**config.mk**
```make
export PLATFORM = sky130hd
export DESIGN_NAME = launch_sequencer
export DESIGN_NICKNAME = d
export VERILOG_FILES = /design/src/rtl/launch_pkg.sv /design/src/rtl/launch_debounce.sv /design/src/rtl/launch_sequencer.sv
export SDC_FILE = /design/constraint.sdc
export NUM_CORES = 1
export LEC_CHECK = 0
export BUFFER_PORTS_ARGS = -buffer_cell sky130_fd_sc_hd__buf_4
export CORE_MARGIN = 10
export CORE_UTILIZATION = 30
export CTS_BUF_LIST = sky130_fd_sc_hd__clkbuf_8 sky130_fd_sc_hd__clkbuf_16
export DETAILED_ROUTE_END_ITERATION = 7
export GPL_TIMING_DRIVEN = 0
export PLACE_DENSITY = 0.43
export SLEW_MARGIN = 20
export SYNTH_ARGS = -nofsm -noshare
export SYNTH_HDL_FRONTEND = slang
export SYNTH_SLANG_ARGS = --single-unit
```
**constraint.sdc**
```tcl
create_clock -name clk -period 3.2 [get_ports clk]
set_clock_uncertainty 0.05 [all_clocks]
set_input_delay 0.32 -clock clk [delete_from_list [all_inputs] [get_ports clk]]
set_output_delay 0.32 -clock clk [all_outputs]
set_load 0.02 [all_outputs]
```
**src/rtl/launch_pkg.sv**
```systemverilog
// Shared state, fault and timer definitions for the igniter launch sequencer.
package launch_pkg;

    localparam int TIMER_W = 29;

    typedef enum logic [2:0] {
        SAFE   = 3'd0,
        CHARGE = 3'd1,
        READY  = 3'd2,
        FIRE   = 3'd3,
        DUMP   = 3'd4,
        FAULT  = 3'd5
    } seq_state_t;

    typedef enum logic [1:0] {
        FAULT_NONE        = 2'd0,
        FAULT_CHG_TIMEOUT = 2'd1,
        FAULT_CONT_LOST   = 2'd2
    } fault_t;

endpackage

```
**src/rtl/launch_debounce.sv**
```systemverilog
// Two-flop synchronizer plus stable-sample debouncer with one-cycle rise/fall pulses.
module launch_debounce #(
    parameter int DEBOUNCE_CYCLES = 480000
) (
    input  logic clk,
    input  logic reset_n,
    input  logic raw,
    output logic level,
    output logic rise,
    output logic fall
);

    localparam int CNT_W = $clog2(DEBOUNCE_CYCLES + 1);

    logic             sync_p0;
    logic             sync_p1;
    logic [CNT_W-1:0] stable_cnt;

    // stable_cnt counts consecutive synchronized samples that disagree with level
    always_ff @(posedge clk) begin
        if (!reset_n) begin
            sync_p0    <= 1'b0;
            sync_p1    <= 1'b0;
            stable_cnt <= '0;
            level      <= 1'b0;
            rise       <= 1'b0;
            fall       <= 1'b0;
        end else begin
            sync_p0 <= raw;
            sync_p1 <= sync_p0;
            rise    <= 1'b0;
            fall    <= 1'b0;
            if (sync_p1 == level) begin
                stable_cnt <= '0;
            end else if (stable_cnt == CNT_W'(DEBOUNCE_CYCLES - 1)) begin
                stable_cnt <= '0;
                level      <= sync_p1;
                rise       <= sync_p1;
                fall       <= ~sync_p1;
            end else begin
                stable_cnt <= stable_cnt + 1'b1;
            end
        end
    end

endmodule

```
**src/rtl/launch_sequencer.sv**
```systemverilog
// SAFE/CHARGE/READY/FIRE/DUMP/FAULT sequencer driving the igniter HV charger, firing switch and dump.
module launch_sequencer
    import launch_pkg::*;
#(
    parameter int DEBOUNCE_CYCLES = 480000,
    parameter int CHARGE_TIMEOUT  = 480000000,
    parameter int PWM_PERIOD      = 1024,
    parameter int PWM_ON          = 64,
    parameter int FIRE_CYCLES     = 48000000,
    parameter int DUMP_CYCLES     = 4800000,
    parameter int BLINK_BIT       = 22
) (
    input  logic       clk,
    input  logic       reset_n,
    input  logic       arm_button,
    input  logic       fire_button,
    input  logic       cont,
    input  logic       lt3420_done,
    output logic       lt3420_charge,
    output logic       pwm,
    output logic       dump,
    output logic       arm_led,
    output logic       cont_led,
    output logic [2:0] state,
    output logic [1:0] fault
);

    localparam int PWM_W = (PWM_PERIOD > 1) ? $clog2(PWM_PERIOD) : 1;

    logic arm_level, arm_rise, arm_fall;
    logic fire_level, fire_rise, fire_fall;
    logic cont_p0, cont_p1, done_p0, done_p1;
    logic unused_debounce;

    seq_state_t         state_q, state_d;
    fault_t             fault_q, fault_d;
    logic [TIMER_W-1:0] timer_q, timer_d;
    logic [PWM_W-1:0]   pwm_cnt_q, pwm_cnt_d;
    logic               dump_d, charge_d, pwm_d, arm_led_d;

    launch_debounce #(.DEBOUNCE_CYCLES(DEBOUNCE_CYCLES)) u_arm_debounce (
        .clk(clk), .reset_n(reset_n), .raw(arm_button),
        .level(arm_level), .rise(arm_rise), .fall(arm_fall)
    );

    launch_debounce #(.DEBOUNCE_CYCLES(DEBOUNCE_CYCLES)) u_fire_debounce (
        .clk(clk), .reset_n(reset_n), .raw(fire_button),
        .level(fire_level), .rise(fire_rise), .fall(fire_fall)
    );

    assign unused_debounce = &{1'b0, arm_fall, fire_level, fire_fall};

    always_ff @(posedge clk) begin
        if (!reset_n) begin
            cont_p0 <= 1'b0;
            cont_p1 <= 1'b0;
            done_p0 <= 1'b0;
            done_p1 <= 1'b0;
        end else begin
            cont_p0 <= cont;
            cont_p1 <= cont_p0;
            done_p0 <= lt3420_done;
            done_p1 <= done_p0;
        end
    end

    always_comb begin
        state_d = state_q;
        fault_d = fault_q;
        case (state_q)
            SAFE: if (arm_rise && cont_p1) begin
                state_d = CHARGE;
                fault_d = FAULT_NONE;
            end
            CHARGE: begin
                if (!arm_level) begin
                    state_d = DUMP;
                end else if (!cont_p1) begin
                    state_d = FAULT;
                    fault_d = FAULT_CONT_LOST;
                end else if (timer_q >= TIMER_W'(CHARGE_TIMEOUT - 1)) begin
                    state_d = FAULT;
                    fault_d = FAULT_CHG_TIMEOUT;
                end else if (done_p1) begin
                    state_d = READY;
                end
            end
            READY: begin
                if (!arm_level) begin
                    state_d = DUMP;
                end else if (!cont_p1) begin
                    state_d = FAULT;
                    fault_d = FAULT_CONT_LOST;
                end else if (fire_rise) begin
                    state_d = FIRE;
                end
            end
            // Continuity and arm are deliberately ignored: the igniter opens as it burns.
            FIRE:  if (timer_q >= TIMER_W'(FIRE_CYCLES - 1)) state_d = DUMP;
            DUMP:  if (timer_q >= TIMER_W'(DUMP_CYCLES - 1)) state_d = SAFE;
            FAULT: if (!arm_level && timer_q >= TIMER_W'(DUMP_CYCLES - 1)) state_d = SAFE;
            default: state_d = SAFE;
        endcase

        timer_d = (state_d != state_q) ? '0 : ((&timer_q) ? timer_q : timer_q + 1'b1);

        pwm_cnt_d = '0;
        if (state_d == FIRE && state_q == FIRE)
            pwm_cnt_d = (pwm_cnt_q == PWM_W'(PWM_PERIOD - 1)) ? '0 : pwm_cnt_q + 1'b1;

        // Outputs decode from the next state so they change on the same edge as state.
        dump_d    = 1'b1;
        charge_d  = 1'b0;
        pwm_d     = 1'b0;
        arm_led_d = 1'b0;
        case (state_d)
            CHARGE: begin
                dump_d    = 1'b0;
                charge_d  = 1'b1;
                arm_led_d = timer_d[BLINK_BIT];
            end
            READY: begin
                dump_d    = 1'b0;
                charge_d  = 1'b1;
                arm_led_d = 1'b1;
            end
            FIRE: begin
                dump_d    = 1'b0;
                pwm_d     = (pwm_cnt_d < PWM_W'(PWM_ON));
                arm_led_d = 1'b1;
            end
            FAULT:   arm_led_d = timer_d[BLINK_BIT-2];
            default: ;
        endcase
    end

    always_ff @(posedge clk) begin
        if (!reset_n) begin
            state_q       <= SAFE;
            fault_q       <= FAULT_NONE;
            timer_q       <= '0;
            pwm_cnt_q     <= '0;
            dump          <= 1'b1;
            lt3420_charge <= 1'b0;
            pwm           <= 1'b0;
            arm_led       <= 1'b0;
        end else begin
            state_q       <= state_d;
            fault_q       <= fault_d;
            timer_q       <= timer_d;
            pwm_cnt_q     <= pwm_cnt_d;
            dump          <= dump_d;
            lt3420_charge <= charge_d;
            pwm           <= pwm_d;
            arm_led       <= arm_led_d;
        end
    end

    assign state    = state_q;
    assign fault    = fault_q;
    assign cont_led = cont_p1;

endmodule

```
### Word-level counts from Yosys, hierarchy flattened

Index checks and enable logic that the tools add are counted.
W data, S select, Z words.

| word-level totals | value |
|---|---|
| flip-flop bits (word level) | 98 |
| latch bits | 0 |
| memory bits (writable) | 0 |
| ROM bits | 0 |
| output and inout bits | 10 |
| memories kept | 0 |

| operators by class | value |
|---|---|
| add/subtract/negate cells | 4 |
| multipliers | 0 |
| divide/modulo/power cells | 0 |
| magnitude comparators | 4 |
| equality and inequality tests | 20 |
| shift-type cells | 0 |
| multiplexer cells | 26 |
| bitwise logic cells | 5 |
| reductions and logical operators | 19 |

Operator list:

| cell | count |
|---|---|
| $mux W23 | 2 |
| $add A19 B1 Y19 const B | 2 |
| $eq A19 B19 Y1 const B | 2 |
| $mux W3 | 11 |
| $add A29 B1 Y29 const B | 1 |
| $ge A29 B23 Y1 const B | 1 |
| $ge A29 B26 Y1 const B | 1 |
| $ge A29 B29 Y1 const B | 1 |
| $reduce_and A29 Y1 | 1 |
| $mux W10 | 2 |
| $pmux W3 S6 | 1 |
| $reduce_or A3 Y1 | 5 |
| $eq A3 B2 Y1 const B | 4 |
| $mux W2 | 6 |
| $add A10 B1 Y10 const B | 1 |
| $eq A10 B10 Y1 const B | 1 |
| $lt A10 B7 Y1 const B | 1 |
| $eq A3 B3 Y1 const B | 3 |
| $eq A3 B1 Y1 const B | 2 |
| $pmux W2 S3 | 1 |
| $reduce_and A2 Y1 | 3 |
| $reduce_and A6 Y1 | 1 |
| $reduce_or A2 Y1 | 3 |
| $not A1 Y1 | 5 |
| other kinds (11) | 17 |

### Logic depth before layout (Yosys ltp)

Gate-level depths: netlist (run 1).

| logic depth | value |
|---|---|
| depth after elaboration | 9 |
| depth in mapped cells | 10 |

### By module

A second synthesis (run 1) with hierarchy kept.

| unflattened totals | value |
|---|---|
| cell total of the unflattened synthesis | 573 |
| area total of the unflattened synthesis | 4963.5 um^2 |

By module, submodules not included:

| module | times used | cells each | area an instance (um^2) | sequential area each (um^2) |
|---|---|---|---|---|
| launch_sequencer | 1 | 343 | 2826.5 | 1041.0 |
| launch_debounce | 2 | 115 | 1068.5 | 480.5 |

### Worst setup path before layout (run 1)

Ideal clock, no wire load.

| path | value |
|---|---|
| path kind | register to register |
| from | register timer_q[24] |
| to | register arm_led |
| library setup time | 79 ps |
| data arrival time | 2727 ps |
| data required time | 3071 ps |
| slack | 344 ps |
| stages on the path, launching flop included | 10 |
| cell sequence | dfxtp_1 buf_6 or4b_1 a311o_1 a211oi_4 nor4_1 a2111oi_4 o311ai_1 or4b_1 a22oi_1 |

| between the ends | value |
|---|---|
| cells in the longest elaborated chain, start to end | 8 |

Ends and longest elaborated chain:

| element | line | text |
|---|---|---|
| start, declared | launch_sequencer.sv:37 | `logic [TIMER_W-1:0] timer_q, timer_d;` |
| start signal, assigned | launch_sequencer.sv:150 | `timer_q <= timer_d;` |
| $ge A29 B29 Y1 | launch_sequencer.sv:81 | `end else if (timer_q >= TIMER_W'(CHARGE_TIMEOUT - 1)) begin` |
| $mux W3 | launch_sequencer.sv:81 |  |
| $mux W3 | launch_sequencer.sv:78 | `end else if (!cont_p1) begin` |
| $mux W3 | launch_sequencer.sv:76 | `if (!arm_level) begin` |
| $pmux W3 S6 | launch_sequencer.sv:70 | `case (state_q)` |
| $ne A3 B3 Y1 / $eq A3 B2 Y1 (equally long branches) | launch_sequencer.sv:105, launch_sequencer.sv:116 |  |
| $mux W23 / $reduce_or A2 Y1 (equally long branches) | - |  |
| $pmux W1 S3 (*) | launch_sequencer.sv:116 | `case (state_d)` |
| end signal, assigned | launch_sequencer.sv:155 | `arm_led <= arm_led_d;` |
| end, declared | launch_sequencer.sv:22 | `output logic arm_led,` |

Every way passes the cells marked *; elsewhere a longest branch is shown, timed or not.
A chain may end at the register's enable or synchronous reset.

### Worst setup path in the final report (run 1)

Ends and elaborated chain as after synthesis.

==> results.md, run 1 <==
- Ant diodes: 0
- Max Cap Viol: 0
- CTS root buffer: clkbuf_16
- Post-Route Setup TNS: 0 ns
- Mux contribution to synthesized area: 0.00648
- Status: finished clean
- Warnings, synthesis: 0
- Vias post-DR: roughly 3.8k
- Final wirelength: approximately 11 mm
- Required time of the critical path: ~3.4 ns
- Share of cells above drive strength 1: 0.101
- # setup viols final: 0
- # nets final: approximately 600
- Final Power: approximately 2.3 mW
- Worst-path fanout max: 8
- Drt wl/cell: between 10 and 15 um
- Via density: between 4 and 5
- #FFs+latches synth: between 90 and 100
- Antenna violations before repair: 0
- Antenna-violating nets left: 0
- Simple-Gate Fraction of Synth Area: 0.307
- Most frequent cells in the layout: nor2_1 (108), dfxtp_1 (98), nand2_1 (38), xnor2_1 (38), nand3_1 (36)
- Worst Slack Setup Final: ~0.14 ns
- Max Slew Vio Count: 0
- H-Tree Depth: 3
- PD cells: ~420 mW/mm2
- Final Hold Viols: 0
- Row count: 45
- Vias in the first global route: about 3.6k
- Fmax: 0.327 GHz
- Clock transition at path regs: roughly 0.060 ns
- Gpl congestion: 0.853
- Sequential fraction of the synthesis area: 0.424
- CP arrival: between 3 and 4 ns
- Starting Density: 0.306
- CTS tree: done
- Clk_lat worst skew: ~0.35 ns
- Initial DRC count: 233
- RSZ-0062 raised after global routing: no
- Worst vdd ir: ~0.26 mV
- Final Util: 0.357
- Synth area leader: dfxtp_1
- First-pass GRT wire length: between 15 and 20 mm
- Post-Synth Adder-Cell Area: 0.0108
- Asr flop ratio synth: 0
- Layout overhead on the synthesized area: 16.9%
- DIE WIDTH: between 100 and 150 um
- Fill cell count: approximately 1.6k
- Clk sink count: a little under 100
- Crit start category: flop
- Combinational family with the most area after synthesis: simple AND/OR/NAND/NOR gates
- Hold buffers post-CTS: 0
- Compound-Gate Fraction of Synth Area: 0.0908
- Synth Flop Type: dfxtp_1
- Post-synth cell types: 53
- Gr usage total: 0.106
- CTS buffer count: 9
- Period utilisation layout: 0.956
- Dpl hpwl: approximately 7.6 mm
- Top cells by area, synth: dfxtp_1 (42%), nor2_1 (8.8%), xnor2_1 (7.2%)
- GRT overflow: 0
- Syn_nets: roughly 570
- Netlist area before placement: between 0.004 and 0.005 mm2
- I/O Buffers: 14
- Hold_ws: 0.134 ns
- Post-layout min period: slightly above 3 ns
- Commonest non-fill, non-tap cell in the layout: nor2_1
- Synthesized area per cell: roughly 8.3 um2
- Mapped Cells: roughly 560
- Critical path class: reg2reg
- Worst hold path class: in2reg
- Largest net degree at the start of global routing: 16
- DRC viols: 0
- TritonRoute pass-1 iters: 4
- Xor/xnor share of the synthesized area: 0.127
- Post-synth EDFFs: 0
- CTS Buffer Depth: 2
- Post-synth top area share: 0.424
- Relative slew slack: 0.592
- Critical Path Sink Type: flop
- Lkg Pwr: between 1.5 and 2 nW
- Actual slew at the worst max-slew pin: about 0.61 ns
- I/O Pins: 16
- Die area: 0.0208 mm2
- Die Span Y: approximately 140 um
- Core ar.: ~0.015 mm2
- Place WS: -0.501 ns
-- worst max-delay path: stages (launching register included) --
cell	delay (ns)
dfxtp_1	0.31
buf_6	0.13
or4b_4	0.57
a311o_1	0.32
a211oi_4	0.30
nor4_4	0.08
a2111oi_4	0.38
o311ai_4	0.18
or4b_4	0.51
a22oi_2	0.16
-- cell usage after synthesis, types with 2 or more instances --
cell type / number
a311o_1: 2
nand3b_1: 3
dfxtp_1: 98
nand3_1: 36
and3_1: 10
a21oi_1: 12
nor3_1: 14
or3_1: 8
nand2b_1: 4
o211ai_1: 4
or4b_1: 2
mux2i_1: 3
or4_1: 3
xor2_1: 29
nand2_1: 38
nand4_1: 15
and2_1: 13
a32o_1: 2
nor4_1: 12
o31ai_1: 5
nand4b_1: 6
nor2_1: 108
o21ai_0: 12
nor2b_1: 3
a31oi_1: 3
a2111oi_0: 2
ha_1: 4
xnor2_1: 38
a41oi_1: 2
and4_1: 6
inv_1: 17
clkbuf_1: 21
-- area by class of cell --
type                       instances  area (um2)  share of cell area
timing repair buffer              21         158              0.0291
tap                              188         235              0.0435
clock inverter                     4        30.0             0.00555
inverter                          17        63.8              0.0118
multi-input combinational        418        2640               0.487
sequential                        98        1960               0.363
clock buffer                      10         239              0.0442
buffer                            19        87.6              0.0162
-- flip-flops by register name, indices dropped and copies added (netlist names), 2 cells and up --
signal                      flops
u_arm_debounce.stable_cnt      19
u_fire_debounce.stable_cnt     19
fault                           2
state                           3
pwm_cnt_q                      10
timer_q                        29
-- logic make-up after synthesis --
logic type      Yosys count
xor+xnor                 67
compound gates           57
fa+ha+maj                 4
buf+inv                  40
simple gates            287
mux                       3
flops                    98
-- per-stage QoR --
stage / cell area [um2] / std cells
floorplan: 4630 / 556
global placement: 4970 / 758
detailed placement: 4970 / 758
CTS: 5360 / 774
global route: 5410 / 775
finish: 5410 / 775
-- metal layers --
metal / wire length, um / global-route usage / vias to the layer above
met5: 0 / 0 / -
met2: 4580 / 0.162 / 47
li1: - / - / 1983
met4: 165 / 0.0335 / 0
met1: 5330 / 0.138 / 1761
met3: 435 / 0.0348 / 16
-- report_power, final --
part / switching [mW] / internal [mW]
Clock: 0.448 / 0.540
Combinational: 0.0265 / 0.0163
Sequential: 0.00619 / 1.23
-- final timing paths --
path                                              start                       to  slack [ns]  cells past startpoint
worst min-delay path                         arm_button   u_arm_debounce.sync_p0        0.13                      2
worst max-delay path                        timer_q[24]                  arm_led        0.14                      9
worst max register to register              timer_q[24]                  arm_led        0.14                      9
worst min register to register  u_fire_debounce.sync_p0  u_fire_debounce.sync_p1        0.38                      1
-- timing repair --
action	CTS	global route
resized for setup	18	10
endpoints found under the setup margin	30	21
pin swaps	7	6
setup buffers	3	4
No activity file was read; power rests on OpenSTA's default activity.
==> run 2, diff against run 1 <==
--- a/config.mk
+++ b/config.mk
@@ -15,4 +15,5 @@
 export SLEW_MARGIN = 20
 export SYNTH_ARGS = -nofsm -noshare
 export SYNTH_HDL_FRONTEND = slang
+export SYNTH_HIERARCHICAL = 1
 export SYNTH_SLANG_ARGS = --single-unit
==> results.md, run 2 <==
- Ant diodes: 0 (unchanged)
- Syn_nets: 579 (was 566)
- Switch Pwr: 0.555 mW (was 0.481 mW)
- Post-layout min period: 2.85 ns (was 3.06 ns)
- # nets final: 605 (was 594)
- H-Tree Depth: 3 (unchanged)
- Multi-input logic area: 0.00275 mm2 (was 0.00264 mm2)
- Antenna-violating nets left: 0 (unchanged)
- Sequential power share: 0.510 (was 0.545)
- Max Cap Viol: 0 (unchanged)
- Slowest-stage cell, CP: dfxtp_1 (was or4b_4)
- Worst Slack Setup Final: 0.347 ns (was 0.140 ns)
- Clock share of power: 0.472 (was 0.436)
- Critical path class: reg2reg (unchanged)
- Initial DRC count: 193 (was 233)
- Most flop-heavy register: timer_q (unchanged)
- GRT overflow: 0 (unchanged)
- # setup viols final: 0 (unchanged)
- Final Hold Viols: 0 (unchanged)
- Cells along the critical path: ha_1, nand3_2, o41ai_1, a211oi_2, a21oi_1, nor3_1, o221ai_2, buf_2, o41ai_2 (was buf_6, or4b_4, a311o_1, a211oi_4, nor4_4, a2111oi_4, o311ai_4, or4b_4, a22oi_2)
- Setup bufs post-CTS: 0 (was 3)
- Most frequent cells in the layout: dfxtp_1 (98), nor2_1 (89), nand2_1 (44), nand3_1 (34), xor2_1 (33) (was nor2_1 (108), dfxtp_1 (98), nand2_1 (38), xnor2_1 (38), nand3_1 (36))
- I/O Buffers: 15 (was 14)
- Place WS: 0.380 ns (was -0.501 ns)
- Vias post-DR: 4,070 (was 3,807)
- Post-CTS sizing: 0 (was 18)
- Clk sink count: 98 (unchanged)
- Row count: 46 (was 45)
- Die area: 0.0219 mm2 (was 0.0208 mm2)
- Vias in the first global route: 3,862 (was 3,581)
- I/O Pins: 16 (unchanged)
- CTS tree: done (unchanged)
- Fill cell count: 1,661 (was 1,582)
- Largest register FFs: 29 (unchanged)
- Power Internal: 1.87 mW (was 1.78 mW)
- CTS root buffer: clkbuf_16 (unchanged)
- Status: finished clean (unchanged)
- Antenna violations before repair: 0 (unchanged)
- Worst hold path class: in2reg (unchanged)
- RSZ-0062 raised after global routing: no (unchanged)
- Register Area: 0.00196 mm2 (unchanged)
- Gr usage total: 0.107 (was 0.106)
- Max Slew Vio Count: 0 (unchanged)
- Mapped Cells: 569 (was 556)
- Final Power: 2.42 mW (was 2.27 mW)
- Finished Cell Area: 0.00561 mm2 (was 0.00541 mm2)
- Net Sw Frac: 0.229 (was 0.212)
- CTS Buffer Depth: 2 (unchanged)
- Layout overhead on the synthesized area: 14.1% (was 16.9%)
- CP arrival: 3.03 ns (was 3.28 ns)
- Largest net degree at the start of global routing: 19 (was 16)
- Critical Path Sink Type: flop (unchanged)
- Starting Density: 0.308 (was 0.306)
- Gpl congestion: 0.837 (was 0.853)
- Clock transition at path regs: 0.07 ns (was 0.06 ns)
- Commonest non-fill, non-tap cell in the layout: dfxtp_1 (was nor2_1)
- Comb power frac: 0.018 (was 0.019)
- First-pass GRT wire length: 19.3 mm (was 17.8 mm)
- Post-DP Area: 0.00530 mm2 (was 0.00497 mm2)
- Core ar.: 0.0159 mm2 (was 0.0151 mm2)
- Top Registers: timer_q x29, u_arm_debounce/stable_cnt x19, u_fire_debounce/stable_cnt x19 (was timer_q x29, u_arm_debounce.stable_cnt x19, u_fire_debounce.stable_cnt x19)
- PD cells: 432 mW/mm2 (was 419 mW/mm2)
- Required time of the critical path: 3.38 ns (was 3.42 ns)
- Hold buffers post-CTS: 0 (unchanged)
- Final Util: 0.352 (was 0.357)
- Worst vdd ir: 0.300 mV (was 0.256 mV)
- DRC viols: 0 (unchanged)
- Crit-path max cell delay: 0.43 ns (was 0.57 ns)
- TritonRoute pass-1 iters: 4 (unchanged)
- Crit start category: flop (unchanged)
- Lkg Pwr: 1.89 nW (was 1.75 nW)
- Dpl hpwl: 8.28 mm (was 7.64 mm)
- Netlist area before placement: 0.00491 mm2 (was 0.00463 mm2)
- Worst-path fanout max: 10 (was 8)
- Via density: 4.99 (was 4.91)
- Warnings, synthesis: 6 (was 0)
- Final wirelength: 11.3 mm (was 10.5 mm)
- CP delay by family, top: compound AO/OA/AOI/OAI gates (unchanged)
- Die Span Y: 148 um (was 144 um)
- Period utilisation layout: 0.891 (was 0.956)
- Clk_lat worst skew: 0.35 ns (about the same)
- Synthesized area per cell: 8.64 um2 (was 8.33 um2)
- Fmax: 0.351 GHz (was 0.327 GHz)
- Relative slew slack: 0.412 (was 0.592)
- CP bufs+invs: 1 (unchanged)
- Drt wl/cell: 13.8 um (was 13.6 um)
- Post-Route Setup TNS: 0 ns (unchanged)
- Share of cells above drive strength 1: 0.130 (was 0.101)
- CTS buffer count: 9 (unchanged)
- DIE WIDTH: 148 um (was 144 um)
- Actual slew at the worst max-slew pin: 0.874 ns (was 0.607 ns)
==> run 2: cell types whose count changed in the layout (fill, tap and decap cells not counted), moves of 9 or more <==
cell	before	now
xnor2_1	38	20
and2_1	12	21
nor2_1	108	89
a21oi_1	12	22
==> run 2: stage by stage <==
stage,cells,hold WS [ns]
CTS,816,0.110
finish,816,0.126
floorplan,569,0.361
global route,816,0.110
global placement,800,0.371
detailed placement,800,0.379
==> run 2: worst paths after layout <==
| check | from | endpoint | slack (ns) | depth (start not counted) |
|---|---|---|---|---|
| setup / recovery | timer_q[0] | arm_led | 0.35 | 9 |
| hold / removal | fire_button | u_fire_debounce/sync_p0 | 0.13 | 2 |
| setup reg to reg | timer_q[0] | arm_led | 0.35 | 9 |
| hold reg to reg | u_arm_debounce/stable_cnt[0] | u_arm_debounce/stable_cnt[0] | 0.39 | 1 |
==> run 2: cell type report <==
cell class	instances	area share
inverters	14	0.00937
multi-input cells	436	0.491
clock buffers	9	0.0402
clock inverters	7	0.0152
plain buffers	21	0.0261
repair buffers	15	0.0201
flip-flops and latches	98	0.350
well taps	216	0.0482
==> run 2: power by group through the flow <==
stage	sequential, mW	combinational, mW	clock (mW)
after floorplan	1.26	0.0270	0
final	1.24	0.0434	1.14
after global routing	1.24	0.0490	1.25
after global placement	1.27	0.0441	0
after CTS	1.24	0.0448	1.20
after detailed placement	1.27	0.0446	0
==> run 2: routing by layer <==
| layer | vias up | track usage | wire length (um) |
|---|---|---|---|
| li1 | 2077 | - | - |
| met1 | 1930 | 0.141 | 5730 |
| met2 | 57 | 0.166 | 5100 |
| met3 | 6 | 0.0339 | 362 |
| met4 | 0 | 0.0223 | 95 |
| met5 | - | 0 | 0 |
==> run 2: worst register-to-register path: cells and delay by family (launching register included) <==
family          cells  cell delay, ns
flops               1            0.43
buf+inv             1            0.31
fa+ha+maj           1            0.29
simple gates        2            0.34
compound gates      5            1.30
